## config.mk

```make
export PLATFORM = sky130hd
export DESIGN_NAME = pulse_meter
export DESIGN_NICKNAME = d
export VERILOG_FILES = /design/src/rtl/pulse_meter_pkg.sv /design/src/rtl/pulse_meter_fifo.sv /design/src/rtl/pulse_meter.sv
export SDC_FILE = /design/constraint.sdc
export NUM_CORES = 1
export LEC_CHECK = 0
export ABC_AREA = 1
export CAP_MARGIN = 30
export CORE_MARGIN = 2
export CORE_UTILIZATION = 52
export DETAILED_ROUTE_END_ITERATION = 10
export GPL_ROUTABILITY_DRIVEN = 1
export MAX_ROUTING_LAYER = met4
export PLACE_DENSITY = 0.81
export RECOVER_POWER = 25
export SETUP_SLACK_MARGIN = 0.05
export SYNTH_ARGS = -nofsm -noshare
export SYNTH_HDL_FRONTEND = slang
export SYNTH_SLANG_ARGS = --single-unit
```

## constraint.sdc

```tcl
create_clock -name clock -period 4.6 [get_ports clock]
set_input_delay 0.69 -clock clock [delete_from_list [all_inputs] [get_ports clock]]
set_output_delay 0.69 -clock clock [all_outputs]
set_load 0.03 [all_outputs]
```

## src/rtl/pulse_meter_pkg.sv

```systemverilog
// Shared types and defaults for the pulse-width meter.
package pulse_meter_pkg;

  localparam int CNT_W_DEF      = 16;
  localparam int FIFO_DEPTH_DEF = 4;

  typedef enum logic [1:0] {
    IDLE = 2'd0,
    HIGH = 2'd1,
    LOW  = 2'd2
  } state_e;

  typedef struct packed {
    logic                 level;
    logic                 sat;
    logic [CNT_W_DEF-1:0] cnt;
  } entry_t;

endpackage

```

## src/rtl/pulse_meter_fifo.sv

```systemverilog
// Generic registered FIFO; head is read combinationally from storage.
module pulse_meter_fifo #(
  parameter int W     = 18,
  parameter int DEPTH = 4
) (
  input  logic         clock,
  input  logic         reset,
  input  logic         push,
  input  logic         pop,
  input  logic [W-1:0] din,
  output logic         full,
  output logic         empty,
  output logic [W-1:0] head
);

  localparam int AW = (DEPTH > 1) ? $clog2(DEPTH) : 1;
  localparam int CW = AW + 1;

  logic [W-1:0]  mem_q [DEPTH];
  logic [AW-1:0] rd_q, rd_d, wr_q, wr_d;
  logic [CW-1:0] cnt_q, cnt_d;
  logic          do_push, do_pop;

  assign empty = (cnt_q == '0);
  assign full  = (cnt_q == CW'(DEPTH));
  assign head  = mem_q[rd_q];

  // A full FIFO still accepts a push when the head leaves on the same edge.
  assign do_pop  = pop & ~empty;
  assign do_push = push & (~full | do_pop);

  always_comb begin
    rd_d  = rd_q;
    wr_d  = wr_q;
    cnt_d = cnt_q;
    if (do_pop)  rd_d = rd_q + AW'(1);
    if (do_push) wr_d = wr_q + AW'(1);
    case ({do_push, do_pop})
      2'b10:   cnt_d = cnt_q + CW'(1);
      2'b01:   cnt_d = cnt_q - CW'(1);
      default: cnt_d = cnt_q;
    endcase
  end

  always_ff @(posedge clock or negedge reset) begin
    if (!reset) begin
      rd_q  <= '0;
      wr_q  <= '0;
      cnt_q <= '0;
    end else begin
      rd_q  <= rd_d;
      wr_q  <= wr_d;
      cnt_q <= cnt_d;
    end
  end

  always_ff @(posedge clock) begin
    if (do_push) mem_q[wr_q] <= din;
  end

endmodule

```

## src/rtl/pulse_meter.sv

```systemverilog
// Measures high-pulse widths of a filtered level and queues them for readout.
// Define PULSE_METER_LOW_EN to also measure and report the low gaps between pulses.
module pulse_meter
  import pulse_meter_pkg::*;
#(
  parameter int CNT_W      = CNT_W_DEF,
  parameter int FIFO_DEPTH = FIFO_DEPTH_DEF
) (
  input  logic             clock,
  input  logic             reset,
  input  logic             sig_in,
  output logic [CNT_W-1:0] meas_data,
  output logic             meas_level,
  output logic             meas_sat,
  output logic             meas_valid,
  input  logic             meas_ready,
  output logic             ovf,
  input  logic             clr_ovf
);

  typedef struct packed {
    logic             level;
    logic             sat;
    logic [CNT_W-1:0] cnt;
  } meas_entry_t;

  function automatic logic [CNT_W-1:0] sat_inc(input logic [CNT_W-1:0] v);
    return (&v) ? v : v + CNT_W'(1);
  endfunction

  state_e           state_q, state_d;
  logic [CNT_W-1:0] cnt_q, cnt_d;
  logic             sat_q, sat_d;
  logic             sig_dly_q;
  logic             ovf_q, ovf_d;
  logic             rise, fall;
  logic             push, pop, full, empty;
  meas_entry_t      push_entry, head;

  assign rise = sig_in & ~sig_dly_q;
  assign fall = ~sig_in & sig_dly_q;

  always_comb begin
    state_d    = state_q;
    cnt_d      = cnt_q;
    sat_d      = sat_q;
    push       = 1'b0;
    push_entry = '{level: 1'b1, sat: sat_q, cnt: cnt_q};
    case (state_q)
      IDLE: begin
        if (rise) begin
          cnt_d   = CNT_W'(1);
          sat_d   = 1'b0;
          state_d = HIGH;
        end
      end
      HIGH: begin
        if (fall) begin
          push  = 1'b1;
          sat_d = 1'b0;
`ifdef PULSE_METER_LOW_EN
          // The sample that saw the fall is the first low cycle of the gap.
          cnt_d   = CNT_W'(1);
          state_d = LOW;
`else
          cnt_d   = '0;
          state_d = IDLE;
`endif
        end else if (sig_in) begin
          cnt_d = sat_inc(cnt_q);
          if (&cnt_q) sat_d = 1'b1;
        end
      end
`ifdef PULSE_METER_LOW_EN
      LOW: begin
        if (rise) begin
          push             = 1'b1;
          push_entry.level = 1'b0;
          cnt_d            = CNT_W'(1);
          sat_d            = 1'b0;
          state_d          = HIGH;
        end else if (!sig_in) begin
          cnt_d = sat_inc(cnt_q);
          if (&cnt_q) sat_d = 1'b1;
        end
      end
`endif
      default: state_d = IDLE;
    endcase
  end

  assign pop = meas_ready & ~empty;

  // A drop on the same edge as a clear leaves the flag set.
  always_comb begin
    ovf_d = clr_ovf ? 1'b0 : ovf_q;
    if (push && full && !pop) ovf_d = 1'b1;
  end

  always_ff @(posedge clock or negedge reset) begin
    if (!reset) begin
      state_q   <= IDLE;
      cnt_q     <= '0;
      sat_q     <= 1'b0;
      sig_dly_q <= 1'b0;
      ovf_q     <= 1'b0;
    end else begin
      state_q   <= state_d;
      cnt_q     <= cnt_d;
      sat_q     <= sat_d;
      sig_dly_q <= sig_in;
      ovf_q     <= ovf_d;
    end
  end

  pulse_meter_fifo #(
    .W     ($bits(meas_entry_t)),
    .DEPTH (FIFO_DEPTH)
  ) u_fifo (
    .clock (clock),
    .reset (reset),
    .push  (push),
    .pop   (pop),
    .din   (push_entry),
    .full  (full),
    .empty (empty),
    .head  (head)
  );

  // Storage is not reset, so the outputs read as zero whenever nothing is queued.
  assign meas_valid = ~empty;
  assign meas_data  = empty ? '0 : head.cnt;
  assign meas_sat   = ~empty & head.sat;
  assign meas_level = ~empty & head.level;
  assign ovf        = ovf_q;

endmodule

```

-- Yosys cells after proc, flatten, opt, wreduce, memory -nomap -nowiden
Memory sizes are Yosys's and may differ from the RTL's.
Index checks and enable logic that the tools add are counted.
- bits in registers: 28
- bits in writable memories: 68
- bits of input ports: 5
- logic and storage cells: 68
- memories: 1
- add/subtract/negate cells: 5
- equal/unequal tests: 9
- multiplexer cells: 21
- bitwise gates (word level): 12
- reduce and logical (&&, ||, !) cells: 12
- memories (memory ; words ; bits a word ; read ports ; clocked after Yosys merged registers in ; wr ports ; RTL line ; source):
    u_fifo.mem_q ; 4 ; 17 ; 1 ; 0 ; 1 ; pulse_meter_fifo.sv:19 ; logic [W-1:0] mem_q [DEPTH];
- operators with widths (kind ; number):
    16-bit 2-to-1 mux ; 5
    16-bit case mux with 2 select lines ; 1
    16-bit by 1-bit adder with 16-bit output, second input constant ; 1
    16-bit AND reduction ; 1
    1-bit 2-to-1 mux ; 10
    3-bit inequality test, second input constant ; 3
    4-bit AND reduction ; 2
    1-bit bitwise AND ; 6
    3-bit case mux with 2 select lines ; 1
    2-bit nonzero test ; 3
    2-bit by 1-bit adder with 2-bit output, second input constant ; 2
    2-bit by 1-bit equality test with 1-bit output, second input constant ; 2
    2-bit 2-to-1 mux ; 2
    2-bit inequality test, second input constant ; 2
    1-bit inverter ; 4
    2-bit case mux with 2 select lines ; 1
    3-bit by 1-bit adder with 3-bit output, second input constant ; 1
    3-bit equality test, second input constant ; 1
    3-bit zero test ; 1
    3-bit by 1-bit subtractor with 3-bit output, second input constant ; 1
    2-bit equality test, second input constant ; 1
    1-bit logical AND ; 2
    2-bit zero test ; 1
    1-bit case mux with 2 select lines ; 1
    4 further kinds ; 4

-- Depth between registers and ports, before layout
Gate-level depths: netlist of run 1.
- depth after elaboration: 8
- depth in mapped cells: 10
- mapped depth without buffers: 10

-- By module
A second synthesis of run 1 with hierarchy kept.
- cells, all modules: 441
- area total of the unflattened synthesis: 4599.4 µm²
- by module, submodules not included (module ; instances ; cells an instance ; area an instance (µm²) ; seq. area each (µm²)):
    pulse_meter_fifo ; 1 ; 227 ; 3108.0 ; 2337.2
    pulse_meter ; 1 ; 214 ; 1491.4 ; 500.5

-- Worst setup path after synthesis of run 1
OpenSTA, ideal clock, no wires.
- kind: in2reg
- start point: input meas_ready
- end point: memory u_fifo.mem_q[0][0] in the netlist's numbering (enable)
- library setup time: 0.391 ns
- data arrival time: 1.871 ns
- data required time: 4.209 ns
- slack: 2.339 ns
- stages on the path: 4
- buffers on the path: 0
- cells stage by stage: inv_1 > nand4_1 > nand4_1 > nor2_1
- cells in the longest elaborated chain, start to end: 6
- ends and longest elaborated chain (what ; RTL line ; source):
    start: declaration ; pulse_meter.sv:16 ; input logic meas_ready,
    1-bit bitwise AND ; pulse_meter.sv:92 ; assign pop = meas_ready & ~empty;
    1-bit bitwise AND ; pulse_meter_fifo.sv:29 ; assign do_pop = pop & ~empty;
    1-bit bitwise OR ; pulse_meter_fifo.sv:30 ; assign do_push = push & (~full | do_pop);
    1-bit bitwise AND ; pulse_meter_fifo.sv:30 ;
    1-bit 2-to-1 mux ; pulse_meter_fifo.sv:58 ; if (do_push) mem_q[wr_q] <= din;
    1-bit 2-to-1 mux (implied by the code) ; pulse_meter_fifo.sv:58 ;
    end: declaration ; pulse_meter_fifo.sv:19 ;
No other way between the ends.

-- Final worst setup path of run 1
- start point: register u_fifo.rd_q[1]
- end point: output meas_data[3]
- cells in the longest elaborated chain, start to end: 2
- ends and longest elaborated chain (what ; RTL line ; source):
    start: declaration ; pulse_meter_fifo.sv:20 ; logic [AW-1:0] rd_q, rd_d, wr_q, wr_d;
    start signal: assignment ; pulse_meter_fifo.sv:51 ; rd_q <= rd_d;
    memory read 4 x 17 bit ; n/a ;
    16-bit 2-to-1 mux ; pulse_meter.sv:132 ; assign meas_data = empty ? '0 : head.cnt;
    end: declaration ; pulse_meter.sv:12 ; output logic [CNT_W-1:0] meas_data,
No other way between the ends.

==> metrics.csv, run 1 <==
stage,metric,value,unit
min_path,whs_endpoint,u_fifo.cnt_q[0],
power,swShare,0.391,
sta,maxSlewViolCount,0,
global_routing,grt_pass1_wl,13500,µm
clock_tree,holdBufCountCts,0,
synthesis,synth_mux_area_frac,0,
min_path,hold_depth,1,
global_routing,grt_pass1_vias,2787,
power,p_sw,1.05,mW
clock_tree,clkSinkCount,95,
sta,finalSetupViolations,0,
synthesis,synth_fa_ha_area_frac,0.0225,
sta,rsz0062_at_grt,false,
cells_and_area,final_cell_area,4730,µm²
cells_and_area,finalNonFillerCells,545,
power,combPwrFrac,0.410,
worst_setup_path,critPathArrivalTime,3010,ps
placed_design,hpwl,5220,µm
routing,drt-total-wl,8100,µm
sta,fin_skew,9.96,ps
synthesis,ys_seq_area_frac,0.642,
placed_design,placed_area,4560,µm²
synthesis,syn_nets,424,
synthesis,yosys.area_share.simple,0.168,
sta,fin_crit_sh,0.805,
cells_and_area,area_growth,11.9,%
routing,wl_per_cell,14.9,µm
worst_setup_path,r2r_cells,8,
routing,routed-via-count,2954,
power,power.density,568,nW/µm²
routing,route.detailed.drc,0,
global_routing,grt_overflow_total,0,
routing,drt-initial-drc-count,202,
clock_tree,cts_setup_buffers,0,
min_path,min_from,u_fifo.cnt_q[0],
placed_design,place_congestion,0.893,
synthesis,synth_xor_area_frac,0.0124,
synthesis,synth_top_family_by_area,simple AND/OR/NAND/NOR gates,
routing,via_per_inst,5.42,
worst_setup_path,crit_type,flop to output pin,
sta,whs,475,ps
worst_setup_path,rr_endpoint,u_fifo.cnt_q[1],
floorplan,start_util,0.542,
status,run_status,finished clean,
worst_setup_path,worstPathRequired,3910,ps
power,totalPowerFinal,2.69,mW
synthesis,yosysWarnings,0,
synthesis,avgSynthCellArea,10.3,µm²
synthesis,syn-instance-count,412,
worst_setup_path,crit-reg2reg-launch,u_fifo.cnt_q[0],
sta,slew_headroom,0.437,
cells_and_area,layout_commonest_cell,nor2_1,
cells_and_area,drive_gt1_frac,0.0767,
global_routing,antenna_found_initial,0,
cells_and_area,final_cell_mix,"nor2_1 (91), edfxtp_1 (68), nand2_1 (45)",
worst_setup_path,reg2reg_slack,2130,ps
cells_and_area,nNetsFinal,450,
power,power_frac_seq,0.405,
power,p_leak,1.77,nW
floorplan,boundaryPins,25,
cells_and_area,diodes,0,
clock_tree,cts_buffers,9,
floorplan,die_w,94.2,µm
synthesis,ys_types,30,
synthesis,synth_area,4230,µm²
synthesis,ys_ff_latch,95,
floorplan,die_area,8880,µm²
clock_tree,clkTransAtPathRegs,90,ps
power,peakVddDrop,0.191,mV
power,internal_power,1.64,mW
worst_setup_path,startpoint_type,flop,
power,pwr-share-clk,0.185,
clock_tree,clockBufferDepth,2,
floorplan,core-area,7810,µm²
clock_tree,postCtsResizedCells,0,
floorplan,die_height,94.2,µm
sta,finalCriticalPeriod,3700,ps
job,cap_violations,0,
clock_tree,h-tree-depth,3,
clock_tree,cts_root_buf,clkbuf_8,
clock_tree,cts_tree,done,
worst_setup_path,critical_path.max_fanout,18,
routing,antenna_left,0,
min_path,hold_path_class,flop to flop,
sta,hold_viol,0,
sta,max_freq,270,MHz
global_routing,grtUsageTotal,0.207,
routing,dr.pass1.iters,5,
synthesis,synth_compound_area_frac,0.104,
global_routing,grt_start_max_net_pins,35,
placed_design,placed_cells,529,
floorplan,placementRows,32,
placed_design,io_buffers,24,
sta,tns,0,ps
sta,worst_pin_slew,844,ps
clock_tree,clk_latency,360,ps
worst_setup_path,crit_path_end_kind,output pin,
metal layers:
metal,global-route usage,share of wire,wire length [µm]
met5,-,0,0
met4,0.0773,0.020,160
met3,0.0393,0.050,407
met2,0.341,0.50,4040
met1,0.257,0.43,3490
cell type report:
type	instances	area, µm²
flip-flops and latches	95	2720
repair buffers	30	285
fillers	618	3070
well taps	102	128
multi-input cells	268	1300
clock inverters	2	16.3
inverters	34	128
clock buffers	14	163
stage by stage:
step                worst slack, ps  utilization
finish                          898        0.606
global route                    710        0.606
CTS                             876        0.606
detailed placement             1250        0.583
global placement               1400        0.583
floorplan                      2340            -
worst max-delay path by stage:
stage	from	end	slack, ps	cells after the start
2_1_floorplan	meas_ready	u_fifo.mem_q[0][0]	2340	4
3_3_place_gp	u_fifo.rd_q[1]	meas_data[3]	1400	5
3_5_place_dp	u_fifo.rd_q[1]	meas_data[3]	1250	5
4_1_cts	u_fifo.rd_q[1]	meas_data[3]	880	5
5_1_grt	u_fifo.rd_q[1]	meas_data[3]	710	5
6_report	u_fifo.rd_q[1]	meas_data[3]	900	5
power by group through the flow:
stage,clock [mW],combinational [mW],sequential (mW)
after floorplan,0,0.783,1.05
after global placement,0,1.08,1.10
after detailed placement,0,1.11,1.11
after CTS,0.503,1.12,1.09
after global routing,0.537,1.21,1.10
final,0.496,1.10,1.09
cell families (layout without fill, tap and decap cells):
family / Yosys count / count (layout)
AOI/OAI and AO/OA: 86 / 86
DFF: 95 / 95
buffers and inverters: 49 / 80
xor gates and xnor gates: 6 / 6
and+or+nand+nor: 169 / 169
adders and majority gates: 7 / 7
synthesized netlist by cell type:
| master | count | area [µm²] |
|---|---|---|
| a21oi_1 | 23 | 115 |
| buf_1 | 1 | 3.75 |
| buf_2 | 5 | 25.0 |
| buf_4 | 1 | 7.51 |
| buf_6 | 3 | 33.8 |
| clkbuf_1 | 5 | 18.8 |
| clkinv_1 | 1 | 3.75 |
| dfrtp_1 | 27 | 676 |
| edfxtp_1 | 68 | 2040 |
| fa_1 | 1 | 20.0 |
| ha_1 | 6 | 75.1 |
| inv_1 | 29 | 109 |
| inv_2 | 4 | 15.0 |
| nand2_1 | 45 | 169 |
| nand2_2 | 5 | 31.3 |
| nand2_4 | 1 | 11.3 |
| nand3_1 | 16 | 80.1 |
| nand3_2 | 1 | 10.0 |
| nand4_1 | 5 | 31.3 |
| nor2_1 | 91 | 342 |
| nor2_2 | 3 | 18.8 |
| nor2_4 | 1 | 11.3 |
| nor3_1 | 1 | 5.00 |
| o21ai_0 | 44 | 220 |
| o21ai_1 | 15 | 75.1 |
| o21bai_1 | 2 | 15.0 |
| o22ai_1 | 1 | 6.26 |
| o32ai_1 | 1 | 8.76 |
| xnor2_1 | 2 | 17.5 |
| xor2_1 | 4 | 35.0 |
registers in the layout, indices dropped and copies added (netlist names):
register / count
u_fifo.cnt_q: 3
sig_dly_q: 1
u_fifo.mem_q: 68
cnt_q: 16
u_fifo.wr_q: 2
u_fifo.rd_q: 2
state_q: 1
ovf: 1
sat_q: 1
critical path: stages, from the launching register on:
cell and delay, ps:
dfrtp_1 720, clkinv_1 690, nor2_1 240, o21ai_0 120
a21oi_1 190, clkdlybuf4s50_1 700
Note: power is estimated with default switching activity, not from simulation.
==> run 2: changes to the inputs <==
==> constraint.sdc (replaced) <==
create_clock -name clock -period 3.62 [get_ports clock]
set_input_delay 0.543 -clock clock [delete_from_list [all_inputs] [get_ports clock]]
set_output_delay 0.543 -clock clock [all_outputs]
set_load 0.03 [all_outputs]
==> run 2 against run 1 <==
  * Final area increased by 1.6%
  * Clock skew fell by 2.4 ps
  * Sequential power increased by 21%
  * Register-to-register slack got worse by 1100 ps
  * Cell count rose by 0.37%
  * Critical endpoint is now meas_data[11]
  * Largest cell class unchanged
==> metrics.csv, run 2 (same netlist as run 1, synthesis figures left out) <==
stage,metric,value,unit,change
status,run_status,finished clean,,unchanged
sta,fin_skew,7.55,ps,was 9.96 ps
worst_setup_path,worstPathRequired,3080,ps,was 3910 ps
sta,finalCriticalPeriod,2950,ps,
power,p_leak,1.81,nW,was 1.77 nW
clock_tree,h-tree-depth,3,,unchanged
job,cap_violations,0,,unchanged
global_routing,grt_overflow_total,0,,unchanged
routing,antenna_left,0,,unchanged
routing,routed-via-count,2964,,was 2954
sta,worst_pin_slew,879,ps,was 844 ps
cells_and_area,area_growth,13.7,%,was 11.9%
clock_tree,postCtsResizedCells,0,,unchanged
floorplan,placementRows,32,,unchanged
placed_design,io_buffers,24,,unchanged
clock_tree,clk_latency,360,ps,about the same
floorplan,start_util,0.542,,unchanged
cells_and_area,largest-register,u_fifo.mem_q,,unchanged
floorplan,die_w,94.2,µm,unchanged
sta,max_freq,339,MHz,
routing,wl_per_cell,14.8,µm,was 14.9 µm
routing,dr.pass1.iters,5,,unchanged
global_routing,grt_pass1_vias,2896,,was 2787
min_path,hold_path_class,flop to flop,,unchanged
clock_tree,clockBufferDepth,2,,unchanged
worst_setup_path,crit_type,flop to output pin,,unchanged
sta,maxSlewViolCount,0,,unchanged
clock_tree,cts_setup_buffers,0,,unchanged
worst_setup_path,r2r_cells,8,,unchanged
worst_setup_path,startpoint_type,flop,,unchanged
cells_and_area,final_cell_mix,"nor2_1 (91), edfxtp_1 (68), nand2_1 (45)",,unchanged
global_routing,grtUsageTotal,0.211,,was 0.207
sta,finalSetupViolations,0,,unchanged
placed_design,placed_cells,531,,was 529
cells_and_area,diodes,0,,unchanged
cells_and_area,layout_commonest_cell,nor2_1,,unchanged
sta,rsz0062_at_grt,false,,unchanged
worst_setup_path,crit_path_end_kind,output pin,,unchanged
worst_setup_path,reg2reg_slack,1070,ps,was 2130 ps
worst_setup_path,rr_endpoint,u_fifo.cnt_q[1],,unchanged
floorplan,boundaryPins,25,,unchanged
worst_setup_path,critPathArrivalTime,2410,ps,was 3010 ps
cells_and_area,final_cell_area,4810,µm²,was 4730 µm²
global_routing,grt_start_max_net_pins,37,,was 35
routing,via_per_inst,5.42,,about the same
worst_setup_path,crit-reg2reg-launch,u_fifo.cnt_q[1],,was u_fifo.cnt_q[0]
sta,tns,0,ps,unchanged
clock_tree,clkTransAtPathRegs,90,ps,about the same
power,power.density,755,nW/µm²,was 568 nW/µm²
clock_tree,cts_tree,done,,unchanged
min_path,hold_depth,1,,unchanged
routing,route.detailed.drc,0,,unchanged
floorplan,die_area,8880,µm²,unchanged
placed_design,placed_area,4570,µm²,was 4560 µm²
min_path,min_from,u_fifo.cnt_q[0],,unchanged
routing,drt-total-wl,8110,µm,was 8100 µm
worst_setup_path,critical_path.max_fanout,19,,was 18
cells_and_area,nFillCells,604,,was 618
min_path,whs_endpoint,u_fifo.cnt_q[0],,unchanged
placed_design,hpwl,5130,µm,was 5220 µm
clock_tree,cts_buffers,9,,unchanged
global_routing,antenna_found_initial,0,,unchanged
clock_tree,holdBufCountCts,0,,unchanged
cells_and_area,largest_registers,"u_fifo.mem_q: 68 flops, cnt_q: 16 flops, u_fifo.cnt_q: 3 flops",,unchanged
power,peakVddDrop,0.320,mV,was 0.191 mV
sta,hold_viol,0,,unchanged
cells_and_area,nNetsFinal,452,,was 450
clock_tree,cts_root_buf,clkbuf_8,,unchanged
cells_and_area,final_core_util,0.616,,was 0.606
sta,fin_crit_sh,0.815,,
floorplan,die_height,94.2,µm,unchanged
floorplan,core-area,7810,µm²,unchanged
global_routing,grt_pass1_wl,13600,µm,was 13500 µm
cells_and_area,drive_gt1_frac,0.0876,,was 0.0767
routing,drt-initial-drc-count,196,,was 202
cells_and_area,largest_register_ffs,68,,unchanged
placed_design,place_congestion,0.857,,was 0.893
sta,slew_headroom,0.413,,was 0.437
cells_and_area,finalNonFillerCells,547,,was 545
clock_tree,clkSinkCount,95,,unchanged
-- run 2: cell types whose count changed in the layout (fill, tap and decap cells not counted), sizes merged --
| cell | previous run | this run |
|---|---|---|
| clkinv | 2 | 3 |
| inv | 33 | 35 |
| bufinv | 0 | 3 |
| clkbuf | 14 | 9 |
| clkinvlp | 1 | 0 |
| dlygate4sd3 | 0 | 1 |
| clkdlybuf4s50 | 24 | 23 |
| buf | 6 | 8 |
-- run 2: layout make-up --
class	instances	area [µm²]	area share
Tap cell	102	128	0.0265
Multi-Input combinational cell	268	1300	0.270
Inverter	34	128	0.0265
Clock buffer	9	124	0.0257
Sequential cell	95	2720	0.565
Timing Repair Buffer	32	300	0.0624
Clock inverter	7	118	0.0244
-- run 2: worst max-delay path, stage by stage (launching register included) --
cell and delay, ps:
dfrtp_1 410, inv_1 120, nand2_1 80, nor2_2 670, a21oi_1 110, clkdlybuf4s50_1 650
-- run 2: worst max path at each step --
stage                         start            endpoint  cells after the start  slack [ps]
floorplan                meas_ready  u_fifo.mem_q[0][0]                      4        1510
global placement    u_fifo.cnt_q[0]        meas_data[2]                      5        1060
detailed placement  u_fifo.cnt_q[0]        meas_data[2]                      5        1000
CTS                 u_fifo.cnt_q[0]        meas_data[2]                      5         590
global route        u_fifo.cnt_q[0]        meas_data[7]                      5         480
finish              u_fifo.cnt_q[1]       meas_data[11]                      5         670
-- run 2: where the power goes --
group	internal, mW	leakage (nW)	total [mW]	switching [mW]
Clock	0.461	0.124	0.824	0.363
Sequential	1.26	0.991	1.32	0.0609
Combinational	0.542	0.698	1.49	0.943
-- run 2: layer usage --
layer | share of wire | up-vias | global-route usage
met5 | 0 | - | -
met4 | 0.020 | 0 | 0.0966
met3 | 0.058 | 16 | 0.0385
met2 | 0.50 | 110 | 0.351
met1 | 0.42 | 1390 | 0.250
li1 | - | 1448 | -
-- run 2: per-stage QoR --
stage | setup WS [ps] | hold WS (ps) | power (mW)
floorplan | 1510 | 247 | 2.32
global placement | 1060 | 464 | 2.80
detailed placement | 999 | 467 | 2.84
CTS | 590 | 483 | 3.65
global route | 477 | 503 | 3.83
finish | 669 | 478 | 3.63
==> run 3: changes to the inputs <==
==> constraint.sdc (replaced) <==
create_clock -name clock -period 2.8 [get_ports clock]
set_input_delay 0.42 -clock clock [delete_from_list [all_inputs] [get_ports clock]]
set_output_delay 0.42 -clock clock [all_outputs]
set_load 0.03 [all_outputs]
==> run 3 against run 2 <==
  * Critical endpoint is now meas_data[5]
  * Sequential share of layout area increased by 0.34 points
  * Sequential power increased by 30%
  * Cell count rose by 0.55%
  * Clock skew hardly changed
  * Non-clock buffer count grew 3
  * Critical path depth increased by 1
  * Register-to-register slack got worse by 490 ps
  * Via count rose by 2.3%
  * Sequential cell count unchanged
  * Combinational power grew 31%
  * Global-route usage decreased by 0.24 points
  * Worst hold slack better by 11 ps
==> metrics.csv, run 3 (same netlist as run 1, synthesis figures left out) <==
stage,metric,value,unit,change
status,run_status,finished clean,,unchanged
worst_setup_path,reg2reg_slack,580,ps,was 1070 ps
cells_and_area,nNetsFinal,455,,was 452
global_routing,grt_pass1_vias,2839,,was 2896
routing,drt-initial-drc-count,363,,was 196
min_path,hold_path_class,flop to flop,,unchanged
sta,finalCriticalPeriod,2600,ps,
sta,maxSlewViolCount,0,,unchanged
sta,finalSetupViolations,0,,unchanged
routing,via_per_inst,5.51,,was 5.42
placed_design,placed_cells,534,,was 531
power,power.density,946,nW/µm²,was 755 nW/µm²
routing,routed-via-count,3032,,was 2964
cells_and_area,largest_register_ffs,68,,unchanged
power,totalPowerFinal,4.53,mW,was 3.63 mW
sta,slew_headroom,0.0180,,was 0.413
placed_design,place_congestion,0.828,,was 0.857
placed_design,io_buffers,24,,unchanged
floorplan,core-area,7810,µm²,unchanged
job,cap_violations,0,,unchanged
routing,antenna_left,0,,unchanged
cells_and_area,layout_commonest_cell,nor2_1,,unchanged
floorplan,placementRows,32,,unchanged
clock_tree,clkSinkCount,95,,unchanged
clock_tree,clkTransAtPathRegs,90,ps,about the same
min_path,min_from,u_fifo.cnt_q[0],,unchanged
clock_tree,clk_latency,350,ps,was 360 ps
placed_design,hpwl,5310,µm,was 5130 µm
cells_and_area,area_growth,13.0,%,was 13.7%
worst_setup_path,startpoint_type,flop,,unchanged
global_routing,grt_pass1_wl,13500,µm,was 13600 µm
cells_and_area,diodes,0,,unchanged
clock_tree,cts_tree,done,,unchanged
sta,tns,0,ps,unchanged
cells_and_area,nFillCells,598,,was 604
worst_setup_path,r2r_cells,11,,was 8
sta,hold_viol,0,,unchanged
cells_and_area,largest_registers,"u_fifo.mem_q: 68 flops, cnt_q: 16 flops, u_fifo.cnt_q: 3 flops",,unchanged
floorplan,die_area,8880,µm²,unchanged
sta,fin_crit_sh,0.927,,
cells_and_area,largest-register,u_fifo.mem_q,,unchanged
cells_and_area,final_core_util,0.613,,was 0.616
cells_and_area,final_cell_mix,"nor2_1 (91), edfxtp_1 (68), nand2_1 (45)",,unchanged
worst_setup_path,crit_path_end_kind,output pin,,unchanged
worst_setup_path,critPathLaunch,u_fifo.rd_q[0],,was u_fifo.cnt_q[1]
sta,rsz0062_at_grt,false,,unchanged
floorplan,die_height,94.2,µm,unchanged
cells_and_area,finalNonFillerCells,550,,was 547
worst_setup_path,crit_type,flop to output pin,,unchanged
sta,worst_pin_slew,1470,ps,was 879 ps
min_path,hold_depth,1,,unchanged
worst_setup_path,critPathArrivalTime,2180,ps,was 2410 ps
floorplan,start_util,0.542,,unchanged
routing,drt-total-wl,8330,µm,was 8110 µm
worst_setup_path,critical_path.max_fanout,20,,was 19
routing,dr.pass1.iters,5,,unchanged
routing,wl_per_cell,15.1,µm,was 14.8 µm
worst_setup_path,crit-reg2reg-launch,u_fifo.cnt_q[1],,unchanged
floorplan,die_w,94.2,µm,unchanged
clock_tree,h-tree-depth,3,,unchanged
clock_tree,clockBufferDepth,2,,unchanged
power,p_leak,1.82,nW,was 1.81 nW
clock_tree,cts_buffers,9,,unchanged
routing,route.detailed.drc,0,,unchanged
sta,max_freq,385,MHz,
global_routing,grtUsageTotal,0.208,,was 0.211
worst_setup_path,worstPathRequired,2380,ps,was 3080 ps
sta,whs,489,ps,was 478 ps
worst_setup_path,rr_endpoint,u_fifo.cnt_q[2],,was u_fifo.cnt_q[1]
clock_tree,cts_root_buf,clkbuf_8,,unchanged
global_routing,grt_start_max_net_pins,35,,was 37
global_routing,grt_overflow_total,0,,unchanged
min_path,whs_endpoint,u_fifo.cnt_q[0],,unchanged
cells_and_area,drive_gt1_frac,0.0871,,was 0.0876
sta,fin_skew,7.14,ps,was 7.55 ps
power,peakVddDrop,0.375,mV,was 0.320 mV
global_routing,antenna_found_initial,0,,unchanged
floorplan,boundaryPins,25,,unchanged
## run 3: cell count changes in the layout (fill, tap and decap cells not counted), sizes merged
cell / before / now
buf: 8 / 10
bufinv: 3 / 1
clkbuf: 9 / 11
clkdlybuf4s50: 23 / 20
clkinv: 3 / 5
clkinvlp: 0 / 1
dlygate4sd3: 1 / 2
dlymetal6s2s: 0 / 2
inv: 35 / 33
## run 3: layout make-up
| cell class | count | area [µm²] | share of cell area |
|---|---|---|---|
| Tap cell | 102 | 128 | 0.0267 |
| Timing Repair Buffer | 35 | 324 | 0.0677 |
| Clock inverter | 6 | 60.1 | 0.0126 |
| Inverter | 34 | 129 | 0.0269 |
| Multi-Input combinational cell | 268 | 1300 | 0.271 |
| Sequential cell | 95 | 2720 | 0.568 |
| Clock buffer | 10 | 128 | 0.0267 |
## run 3: how the worst max path moves through the flow
stage	to	slack, ps	depth (start not counted)
final	meas_data[5]	200	6
after global routing	meas_data[11]	80	6
after CTS	meas_data[5]	170	4
after detailed placement	u_fifo.cnt_q[2]	470	9
after global placement	u_fifo.cnt_q[2]	560	10
after floorplan	u_fifo.mem_q[0][0]	810	4
## run 3: what timing repair did
| action | in CTS | in global routing |
|---|---|---|
| setup endpoints to repair | 0 | 3 |
| gates resized for setup | 0 | 3 |
| hold buffers | 0 | 0 |
| buffers inserted | 0 | 0 |
## run 3: per-layer routing
metal / vias up / routed length [µm] / track usage
li1: 1453 / - / -
met1: 1454 / 3670 / 0.261
met2: 106 / 4120 / 0.337
met3: 19 / 380 / 0.0409
met4: 0 / 161 / 0.0821
met5: - / 0 / -
## run 3: metrics by stage
step / setup slack [ps] / area (µm²)
CTS: 169 / 4780
global placement: 563 / 4590
detailed placement: 468 / 4590
floorplan: 809 / 4230
global route: 84.8 / 4780
finish: 204 / 4780
## run 3: report_power, final
part           total [mW]  internal [mW]  leakage [nW]  switching (mW)
combinational        1.95          0.719         0.732            1.23
sequential           1.72           1.63         0.992          0.0830
clock               0.863          0.410        0.0941           0.453
total                4.53           2.76          1.82            1.76
## run 3: worst max-delay path, cell delays in order (launching register included)
cell and delay (ps):
dfrtp_1 400, buf_4 280, nor2_1 80, nor2_1 90
o21ai_0 100, a21oi_1 190, clkdlybuf4s50_1 690
